## src/rtl/uart_tx_scheduler.sv

```systemverilog
// Round-robin arbiter feeding a UART frame serializer.
// Define UART_TX_SCHEDULER_PARITY_EN to add an even-parity bit.
module uart_tx_scheduler #(
  parameter int N_REQ     = 4,
  parameter int DATA_W    = 8,
  parameter int STOP_BITS = 1
) (
  input  logic                      clk,
  input  logic                      rst,
  input  logic                      baud_tick,
  input  logic [N_REQ-1:0]          req_valid,
  input  logic [N_REQ*DATA_W-1:0]   req_data,
  output logic [N_REQ-1:0]          req_ready,
  output logic                      tx,
  output logic                      busy,
  output logic [$clog2(N_REQ)-1:0]  grant_id
);

  localparam int ID_W  = $clog2(N_REQ);
  localparam int CNT_W = (DATA_W > 1) ? $clog2(DATA_W) : 1;

  localparam logic [CNT_W-1:0] LAST_BIT = CNT_W'(DATA_W - 1);
  localparam logic [ID_W-1:0]  LAST_ID  = ID_W'(N_REQ - 1);

  typedef enum logic [2:0] {
    S_IDLE,
    S_ALIGN,
    S_START,
    S_DATA,
`ifdef UART_TX_SCHEDULER_PARITY_EN
    S_PARITY,
`endif
    S_STOP
  } state_t;

  state_t            state;
  logic [ID_W-1:0]   rr_ptr;
  logic [CNT_W-1:0]  bit_cnt;
  logic [DATA_W-1:0] data;
  logic              stop_cnt;
  logic              stop_last;

  logic [N_REQ-1:0]  pick;
  logic [ID_W-1:0]   pick_id;
  logic              found;
  logic              take;
  int                idx;

  // First valid requester at or after rr_ptr, wrapping.
  always_comb begin
    pick    = '0;
    pick_id = '0;
    found   = 1'b0;
    idx     = 0;
    for (int k = 0; k < N_REQ; k++) begin
      idx = int'(rr_ptr) + k;
      if (idx >= N_REQ) idx = idx - N_REQ;
      if (!found && req_valid[idx]) begin
        found     = 1'b1;
        pick[idx] = 1'b1;
        pick_id   = ID_W'(idx);
      end
    end
  end

  assign take      = found && (state == S_IDLE) && rst;
  assign req_ready = take ? pick : '0;
  assign stop_last = (STOP_BITS == 1) || stop_cnt;

  always_ff @(posedge clk) begin
    if (!rst) begin
      state    <= S_IDLE;
      tx       <= 1'b1;
      busy     <= 1'b0;
      grant_id <= '0;
      rr_ptr   <= '0;
      bit_cnt  <= '0;
      data     <= '0;
      stop_cnt <= 1'b0;
    end else begin
      unique case (state)
        S_IDLE: begin
          if (take) begin
            data     <= req_data[int'(pick_id)*DATA_W +: DATA_W];
            grant_id <= pick_id;
            rr_ptr   <= (pick_id == LAST_ID) ? '0
                                            : pick_id + ID_W'(1);
            busy     <= 1'b1;
            state    <= S_ALIGN;
          end
        end
        // Coincident ticks at accept are skipped so start is a full bit.
        S_ALIGN: begin
          if (baud_tick) begin
            tx    <= 1'b0;
            state <= S_START;
          end
        end
        S_START: begin
          if (baud_tick) begin
            tx      <= data[0];
            bit_cnt <= '0;
            state   <= S_DATA;
          end
        end
        S_DATA: begin
          if (baud_tick) begin
            if (bit_cnt == LAST_BIT) begin
`ifdef UART_TX_SCHEDULER_PARITY_EN
              tx    <= ^data;
              state <= S_PARITY;
`else
              tx       <= 1'b1;
              stop_cnt <= 1'b0;
              state    <= S_STOP;
`endif
            end else begin
              bit_cnt <= bit_cnt + CNT_W'(1);
              tx      <= data[bit_cnt + CNT_W'(1)];
            end
          end
        end
`ifdef UART_TX_SCHEDULER_PARITY_EN
        S_PARITY: begin
          if (baud_tick) begin
            tx       <= 1'b1;
            stop_cnt <= 1'b0;
            state    <= S_STOP;
          end
        end
`endif
        S_STOP: begin
          if (baud_tick) begin
            if (stop_last) begin
              busy  <= 1'b0;
              state <= S_IDLE;
            end else begin
              stop_cnt <= 1'b1;
            end
          end
        end
        default: begin
          tx    <= 1'b1;
          busy  <= 1'b0;
          state <= S_IDLE;
        end
      endcase
    end
  end

endmodule

```

## config.mk

```make
export PLATFORM = sky130hd
export DESIGN_NAME = uart_tx_scheduler
export DESIGN_NICKNAME = d
export VERILOG_FILES = /design/src/rtl/uart_tx_scheduler.sv
export SDC_FILE = /design/constraint.sdc
export NUM_CORES = 1
export LEC_CHECK = 0
export CORE_ASPECT_RATIO = 1.4
export CORE_MARGIN = 5
export CORE_UTILIZATION = 44
export DETAILED_ROUTE_END_ITERATION = 6
export GPL_TIMING_DRIVEN = 0
export HOLD_SLACK_MARGIN = 0.05
export PLACE_DENSITY_LB_ADDON = 0.1
export SYNTH_ARGS = -nofsm -noshare
export SYNTH_HDL_FRONTEND = slang
export SYNTH_SLANG_ARGS = --single-unit
```

## constraint.sdc

```tcl
create_clock -name clk -period 3.4 [get_ports clk]
set_clock_uncertainty 0.1 [all_clocks]
set_input_delay 0.34 -clock clk [delete_from_list [all_inputs] [get_ports clk]]
set_output_delay 0.34 -clock clk [all_outputs]
set_load 0.03 [all_outputs]
```

### Word level (Yosys, flattened, before mapping)

Cells that the tools add are included.

| operators by class | value |
|---|---|
| $add $sub $neg | 9 |
| $lt $le $gt $ge | 13 |
| equal/unequal tests | 13 |
| shifts and indexed selects | 1 |
| muxes and demuxes | 57 |
| bitwise operators | 5 |
| reduce and logical (&&, ||, !) cells | 21 |

Operators by type and width:

| operator | number |
|---|---|
| $ge 32x1->1 const B | 4 |
| $lt 32x4->1 const B | 4 |
| $mux 32 | 4 |
| $shiftx 32x6->8 | 1 |
| $mux 3 | 8 |
| $mux 1 | 22 |
| $mux 4 | 5 |
| $pmux 3 s5 | 1 |
| $ne 2x2->1 const B | 7 |
| $or 4x4->4 | 3 |
| $sub 3x3->4 const B | 3 |
| $mux 2 | 5 |
| $ge 3x3->1 const B | 3 |
| $logic_and 1x1->1 | 9 |
| $bmux 1 s2 | 4 |
| $demux 1 s2 | 4 |
| $reduce_and 4->1 | 2 |
| $add 2x2->3 const B | 2 |
| $eq 3x2->1 const B | 2 |
| $eq 3x3->1 const B | 2 |
| $pmux 3 s2 | 1 |
| $reduce_and 6->1 | 1 |
| $lt 3x4->1 const B | 1 |
| $pmux 1 s4 | 1 |
| other kinds (17) | 20 |

| storage, ports and cells | value |
|---|---|
| register bits after elaboration | 20 |
| output and inout bits | 8 |

### Longest topological paths before layout

Gate-level depths: netlist (run 1).

| depth | value |
|---|---|
| depth after elaboration | 19 |
| gate-level depth with buffers | 15 |

### Least setup slack after synthesis (run 1)

No wires, ideal clock.

| path | value |
|---|---|
| path type | register to register |
| from | register rr_ptr[0] |
| to | register rr_ptr[0] |
| library setup time | 65 ps |
| arrival time | 3,199 ps |
| setup slack | 36 ps |
| cell stages (with the launch flop) | 15 |
| buffers on the path | 4 |
| period minus slack after synthesis | 3,364 ps |
| cells stage by stage | dfxtp_1 -> buf_2 -> inv_1 -> clkbuf_1 -> ha_1 -> clkbuf_1 -> mux4_2 -> o21ai_2 -> a21boi_2 -> buf_6 -> inv_1 -> ha_1 -> nor4_1 -> a21oi_1 -> nor2b_1 |

| between the ends | value |
|---|---|
| elaborated cells on any way between the ends | 47 |

RTL lines:

| item | RTL line | RTL |
|---|---|---|
| from (decl) | 37 | `logic [ID_W-1:0] rr_ptr;` |
| from (signal assigned) | 86 | `rr_ptr <= (pick_id == LAST_ID) ? '0` |
| branches (longest 14 deep; another with $sub 3x3->4) | -- |  |
| $mux 2 (*) | 58 | `if (!found && req_valid[idx]) begin` |
| net pick_id[0] | 44 | `logic [ID_W-1:0] pick_id;` |
| $add 2x1->2 / $eq 2x2->1 (equally long branches) | 87, 86 |  |
| $mux 2 (*) | 86 |  |

Mark *: on every way through the listed nets, which the timed path passes. The select of a mux whose other input is x is not followed.
A chain may end at the register's enable or synchronous reset.

### Final worst setup path (run 1)

| path | value |
|---|---|
| from | register rr_ptr[0] |
| to | output req_ready[1] |

| between the ends | value |
|---|---|
| word-level cells in the longest chain between the ends | 18 |
| elaborated cells on any way between the ends | 67 |

Ends and longest elaborated chain:

| item | RTL line | RTL |
|---|---|---|
| branches (longest 17 deep; another with $ge 32x1->1) | -- |  |
| $mux 4 (*) | 67 | `assign req_ready = take ? pick : '0;` |
| to (decl) | 13 | `output logic [N_REQ-1:0] req_ready,` |

Mark *: on every way between the ends. The select of a mux whose other input is x is not followed.

==> results of run 1 <==
==> final cells by class <==
| class | count | area [sq um] |
|---|---|---|
| multi-input cells | 167 | 1230 |
| plain buffers | 14 | 103 |
| repair buffers | 47 | 465 |
| flip-flops and latches | 20 | 404 |
| well taps | 43 | 53.8 |
| fillers | 365 | 1530 |
| clock buffers | 3 | 41.3 |
| inverters | 6 | 22.5 |
| clock inverters | 1 | 30.0 |
==> cell families (layout without fill, tap and decap cells) <==
| kind of cell | after synthesis | after routing |
|---|---|---|
| buffers and inverters | 21 | 71 |
| and+or+nand+nor | 69 | 69 |
| adders and majority gates | 8 | 8 |
| xor gates and xnor gates | 1 | 1 |
| DFF | 20 | 20 |
| muxes | 24 | 24 |
| AOI/OAI and AO/OA | 65 | 65 |
==> Yosys cell counts (3+ instances only) <==
cell / count / area [sq um]
dfxtp_1: 20 / 400
ha_1: 8 / 100
o21ai_0: 16 / 80.1
nor2_1: 16 / 60.1
nand3_1: 4 / 20.0
a22oi_1: 4 / 30.0
mux2_2: 10 / 113
nor2b_1: 6 / 37.5
nand2b_1: 4 / 25.0
o221ai_1: 9 / 78.8
nor4_1: 3 / 18.8
clkbuf_1: 7 / 26.3
nand2_1: 21 / 78.8
mux4_2: 5 / 113
mux2i_1: 9 / 90.1
a221oi_1: 4 / 35.0
o22ai_1: 9 / 56.3
inv_1: 6 / 22.5
nor3_1: 4 / 20.0
buf_6: 6 / 67.6
a21oi_1: 7 / 35.0
==> sequential cells by signal, indices dropped and copies added (netlist names) <==
register and flops:
busy 1, grant_id 2, bit_cnt 3, tx 1
rr_ptr 2, state 3, data 8
==> metrics by stage <==
step           hold WS [ps]  setup TNS [ps]  total power, mW  cells  worst slack, ps
5_1_grt                 401               0             1.48    301             21.5
2_1_floorplan           327               0            0.900    208             35.6
3_5_place_dp            339           -6580             1.10    295             -663
6_report                356               0             1.39    301              187
3_3_place_gp            341           -5960             1.09    295             -644
4_1_cts                 357               0             1.37    298             15.8
==> critical path: stages (launching register included) <==
cell and delay [ps]:
dfxtp_4 400, buf_4 190, inv_1 70, buf_2 210, ha_4 340, mux4_2 430, nor2b_4 210, a22oi_1 80
nor2_1 100, a221oi_1 60, nor2_1 110, clkdlybuf4s15_2 300
==> timing repair <==
item | CTS | global route
endpoints found under the setup margin | 14 | 5
hold buffers | 0 | 0
pin swaps | 0 | 1
gates cloned | 0 | 0
setup buffers | 0 | 3
resized for setup | 18 | 2
==> power by group <==
| part | switching (mW) | internal, mW |
|---|---|---|
| logic | 0.415 | 0.397 |
| clock network | 0.0868 | 0.157 |
| registers | 0.0465 | 0.291 |
| total | 0.548 | 0.845 |
==> path summary, 6_finish.rpt <==
check / start / end / slack [ps] / cells after the start
setup reg to reg: rr_ptr[0] / rr_ptr[0] / 220 / 13
hold reg to reg: grant_id[1] / grant_id[1] / 360 / 2
hold / removal: grant_id[1] / grant_id[1] / 360 / 2
setup / recovery: rr_ptr[0] / req_ready[1] / 190 / 11
==> per-layer routing <==
layer / global-route usage, % / part of all wire [%] / vias to the layer above / routed length, um
met3: 2.81 / 5.3 / 5 / 244
met5: 0 / 0 / - / 0
met1: 20.0 / 41 / 839 / 1890
met2: 30.3 / 53 / 61 / 2430
li1: - / - / 890 / -
met4: 5.60 / 1.0 / 0 / 46
==> out/results.ini, run 1 <==
[yosys]
syn_nets = 255
synth_cell_type_count = 45
synthMuxAreaShare_pct = 18.1
postSynthCellCount = 208
synthArstFlopShare_pct = 0
synth_compound_area_share_pct = 25.5
synth-xor-area-share_pct = 0.504
synth_top_family_by_area = compound AO/OA/AOI/OAI gates
syn-cell-area_sq_um = 1740
synthAdderAreaFrac_pct = 5.76
avgSynthCellArea_sq_um = 8.36
synthFlopType = dfxtp_1
ys_seq_elements = 20
synthSimpleGateAreaFrac_pct = 19.9
yosysSeqAreaShare_pct = 23.0
synth_edf_count = 0
yosys_warnings = 0

[sta]
fin_crit_ps = 3210
tightest_slew_ps = 666
hold_viol_final = 0
setup_viol = 0
maxSlewViolCount = 0
fmax_mhz = 311
rsz0062_at_grt = false
max_slew_margin_pct = 55.3
fin_crit_sh_pct = 94.5

[layout]
post-route-util_pct = 60.5
fin_nets = 306
layout_commonest_cell = clkdlybuf4s50_1
n_antenna_cell = 0
fin_area_sq_um = 2350
area.growth.synth_to_final_pct = 35.3
layout_common_cells = clkdlybuf4s50_1 (40), nand2_1 (21), dfxtp_1 (19), nor2_1 (16), o21ai_0 (16)
layout-drive-gt1-share_pct = 15.9

[place]
hpwl_um = 3420
gp_congestion = 0.788
postPlaceCellArea_sq_um = 2230
place.port_buffers = 44

[global_route]
grt_usage_pct = 16.9
gr-total-overflow = 0
grt_pass1_vias = 1711
antenna_found_initial = 0
grt_max_degree = 13
grt_pass1_wl_um = 7580

[floorplan]
die_w_um = 63.1
die_h_um = 84.4
rows = 27
dieArea_sq_um = 5320
io-pin-count = 47
core_sq_um = 3880
initial_core_util_pct = 44.7

[drt]
route.antenna.remaining_nets = 0
first_pass_iters = 4
drc_errors = 0
drt_wl_total_um = 4610
wire_per_inst_um = 15.3
avgViaCountPerCell = 5.96
via_count = 1795
drt_iter0_drc = 127

[setup_path]
setup.worst_path.class = flip-flop to output port
crit_arrival_ps = 2770
crit_path_max_fanout = 12
cp-end-kind = output port
startpoint_type = flip-flop
cp.required_ps = 2960

[run]
cap_violations = 0

[clock_network]
insertion_delay_ps = 260
clock_tree.root_cell = clkbuf_8
cts.path.max_buffers = 2
numCtsBuffers = 3
clkSlewWorstSetupHoldPaths_ps = 80
tritoncts = built
cts_sinks = 20
cts_max_level = 1

[run_status]
status = complete, no violations

[worst_hold_path]
hold_path_class = flip-flop to flip-flop

[power_and_ir_drop]
power-per-cell-area_nw_per_um2 = 592
p_leak_nw = 0.883
ir_worst_vdd_uv = 397

Note: power is estimated with default switching activity, not from simulation.
==> run 2: changes to the inputs <==
--- a/config.mk
+++ b/config.mk
@@ -7,7 +7,7 @@
 export LEC_CHECK = 0
 export CORE_ASPECT_RATIO = 1.4
 export CORE_MARGIN = 5
-export CORE_UTILIZATION = 44
+export CORE_UTILIZATION = 45
 export DETAILED_ROUTE_END_ITERATION = 6
 export GPL_TIMING_DRIVEN = 0
 export HOLD_SLACK_MARGIN = 0.05
==> constraint.sdc (replaced) <==
create_clock -name clk -period 3.76 [get_ports clk]
set_clock_uncertainty 0.1 [all_clocks]
set_input_delay 0.376 -clock clk [delete_from_list [all_inputs] [get_ports clk]]
set_output_delay 0.376 -clock clk [all_outputs]
set_load 0.03 [all_outputs]
==> run 2 against run 1 <==
Total power is 11% lower. Final area is 1.8% lower. Core utilization is 1.7 points higher. First-iteration DRC count is 39% lower. Non-clock buffer count is 3 lower. Wire length is 0.43% higher. Worst hold slack better by 2.1 ps. Clock-buffer cell count stayed put. Sequential share of layout area is 0.21 points higher. Register-to-register slack better by 130 ps. Critical path depth stayed put. Global-route usage is 0.66 points higher. Largest power group unchanged.
==> out/results.ini, run 2 (same netlist as run 1, synthesis figures left out) <==
[drt]
wire_per_inst_um = 15.6  ; +1.8%
first_pass_iters = 4  ; unchanged
met1Wirelength_um = 1910  ; +1.1%
dr.max_layer_used = met4
drt_wl_total_um = 4630  ; +0.43%
route.met2.wl_um = 2430  ; +0.16%
route.antenna.remaining_nets = 0  ; unchanged
drt_iter0_drc = 78  ; -39%
avgViaCountPerCell = 6.03  ; +1.1%
drc_errors = 0  ; unchanged
via_count = 1791  ; -0.22%
wl_met3_um = 192  ; -21%

[layout]
n_antenna_cell = 0  ; unchanged
num-fill-cells = 354  ; -3.0%
layout-drive-gt1-share_pct = 14.1  ; -1.8 points
instances_no_fill = 297  ; -1.3%
post-route-util_pct = 62.3  ; +1.7 points
area.growth.synth_to_final_pct = 32.9
fin_nets = 303  ; -0.98%
layout_commonest_cell = clkdlybuf4s50_1
largest-register = data
largest_reg_flops = 8  ; unchanged
reg_top3 = data: 8 flops, bit_cnt: 3 flops, state: 3 flops
layout_common_cells = clkdlybuf4s50_1 (40), nand2_1 (21), dfxtp_1 (19), nor2_1 (16), o21ai_0 (16)

[sta]
fin_crit_sh_pct = 95.0
maxSlewViolCount = 0  ; unchanged
fin_crit_ps = 3570
fmax_mhz = 280
max_slew_margin_pct = 55.7  ; +0.43 points
tightest_slew_ps = 660  ; -6.34 ps
finalHoldWorstSlack_ps = 358  ; +2.13 ps
hold_viol_final = 0  ; unchanged
tns_ps = 0  ; unchanged
setup_viol = 0  ; unchanged
rsz0062_at_grt = false

[clock_network]
cts_setup_buffers = 0  ; unchanged
cts_max_level = 1  ; unchanged
insertion_delay_ps = 260  ; about the same
clock_tree.root_cell = clkbuf_8
cts_sinks = 20  ; unchanged
clkSlewWorstSetupHoldPaths_ps = 80  ; about the same
numCtsBuffers = 3  ; unchanged
tritoncts = built
cts.path.max_buffers = 2  ; unchanged

[setup_path]
worst-r2r-cell-count = 13  ; unchanged
setup.worst_path.class = flip-flop to output port
crit_arrival_ps = 3100  ; +330 ps
cp-end-kind = output port
worst_path_most_repeated_cell = nor2_1
cp_slowest_stage_delay_ps = 440  ; about the same
crit_path_max_fanout = 12  ; unchanged
crit_path_cell_trace = buf_2 -> inv_1 -> clkbuf_2 -> ha_4 -> mux4_2 -> nor2b_4 -> a22oi_1 -> nor2_1 -> a221oi_1 -> nor2_1 -> clkdlybuf4s15_1
slowest_stage = mux4_2
startpoint_type = flip-flop
cp.required_ps = 3280  ; +320 ps

[place]
gp_congestion = 0.818  ; +3.8%
place.port_buffers = 44  ; unchanged
dpl.cell_count = 294  ; -0.34%
hpwl_um = 3430  ; +0.43%

[floorplan]
rows = 26  ; -3.7%
core_sq_um = 3710  ; -4.5%
die_w_um = 62.5  ; -0.94%
initial_core_util_pct = 46.9  ; +2.1 points
io-pin-count = 47  ; unchanged
die_h_um = 83.5  ; -0.98%
dieArea_sq_um = 5220  ; -1.9%

[power_and_ir_drop]
power-per-cell-area_nw_per_um2 = 534  ; -9.9%
total_power_mw = 1.23  ; -11%
ir_worst_vdd_uv = 526  ; +32%
p_leak_nw = 0.875  ; -0.85%

[run_status]
status = complete, no violations

[global_route]
grt_max_degree = 13  ; unchanged
gr-total-overflow = 0  ; unchanged
grt_usage_pct = 17.5  ; +0.66 points
grt_pass1_vias = 1744  ; +1.9%
grt_pass1_wl_um = 7840  ; +3.4%
antenna_found_initial = 0  ; unchanged

[worst_hold_path]
hold_path_class = flip-flop to flip-flop
worstHoldPathCells = 2  ; unchanged

[run]
cap_violations = 0  ; unchanged

[run 2: layer usage]
layer,GRT usage (%),up-vias
met5,0,-
met1,19.8,845
met2,32.8,49
met3,2.16,9
li1,-,888
met4,6.37,0
[run 2: timing repair]
item / 4_1_cts / 5_1_grt
gates cloned: 0 / 0
endpoints found under the setup margin: 13 / 3
gates resized for setup: 8 / 6
hold buffers: 0 / 0
[run 2: path summary, 6_finish.rpt]
path          startpoint  slack [ps]           end
min reg2reg  grant_id[1]         360   grant_id[1]
max            rr_ptr[0]         190  req_ready[2]
max reg2reg    rr_ptr[0]         350     rr_ptr[0]
min          grant_id[1]         360   grant_id[1]
[run 2: worst max-delay path, delay by kind of cell (launching register included)]
family                   cells  cell delay, ps
flip-flops                   1             430
AND/OR/NAND/NOR              3             440
adder cells (fa/ha/maj)      1             390
buffers and inverters        4             950
AO/OA/AOI/OAI                2             150
multiplexers                 1             440
[run 2: area by class of cell]
| type | instances | area (sq um) | share of cell area [%] |
|---|---|---|---|
| inverters | 6 | 22.5 | 0.975 |
| multi-input cells | 167 | 1230 | 53.4 |
| clock buffers | 3 | 41.3 | 1.79 |
| well taps | 42 | 52.6 | 2.28 |
| repair buffers | 44 | 429 | 18.6 |
| flip-flops and latches | 20 | 402 | 17.4 |
| plain buffers | 14 | 100 | 4.33 |
| clock inverters | 1 | 30.0 | 1.30 |
[run 2: stage by stage]
| stage | area (sq um) | setup slack [ps] |
|---|---|---|
| finish | 2310 | 189 |
| global route | 2310 | 5.08 |
| CTS | 2310 | 187 |
| detailed placement | 2230 | -339 |
| global placement | 2230 | -311 |
| floorplan | 1740 | 396 |
[run 2: power by group]
part	switching, mW	internal (mW)	leakage [nW]	total [mW]
Sequential	0.0427	0.263	0.165	0.305
Clock	0.0756	0.142	0.0357	0.218
Combinational	0.370	0.340	0.674	0.710
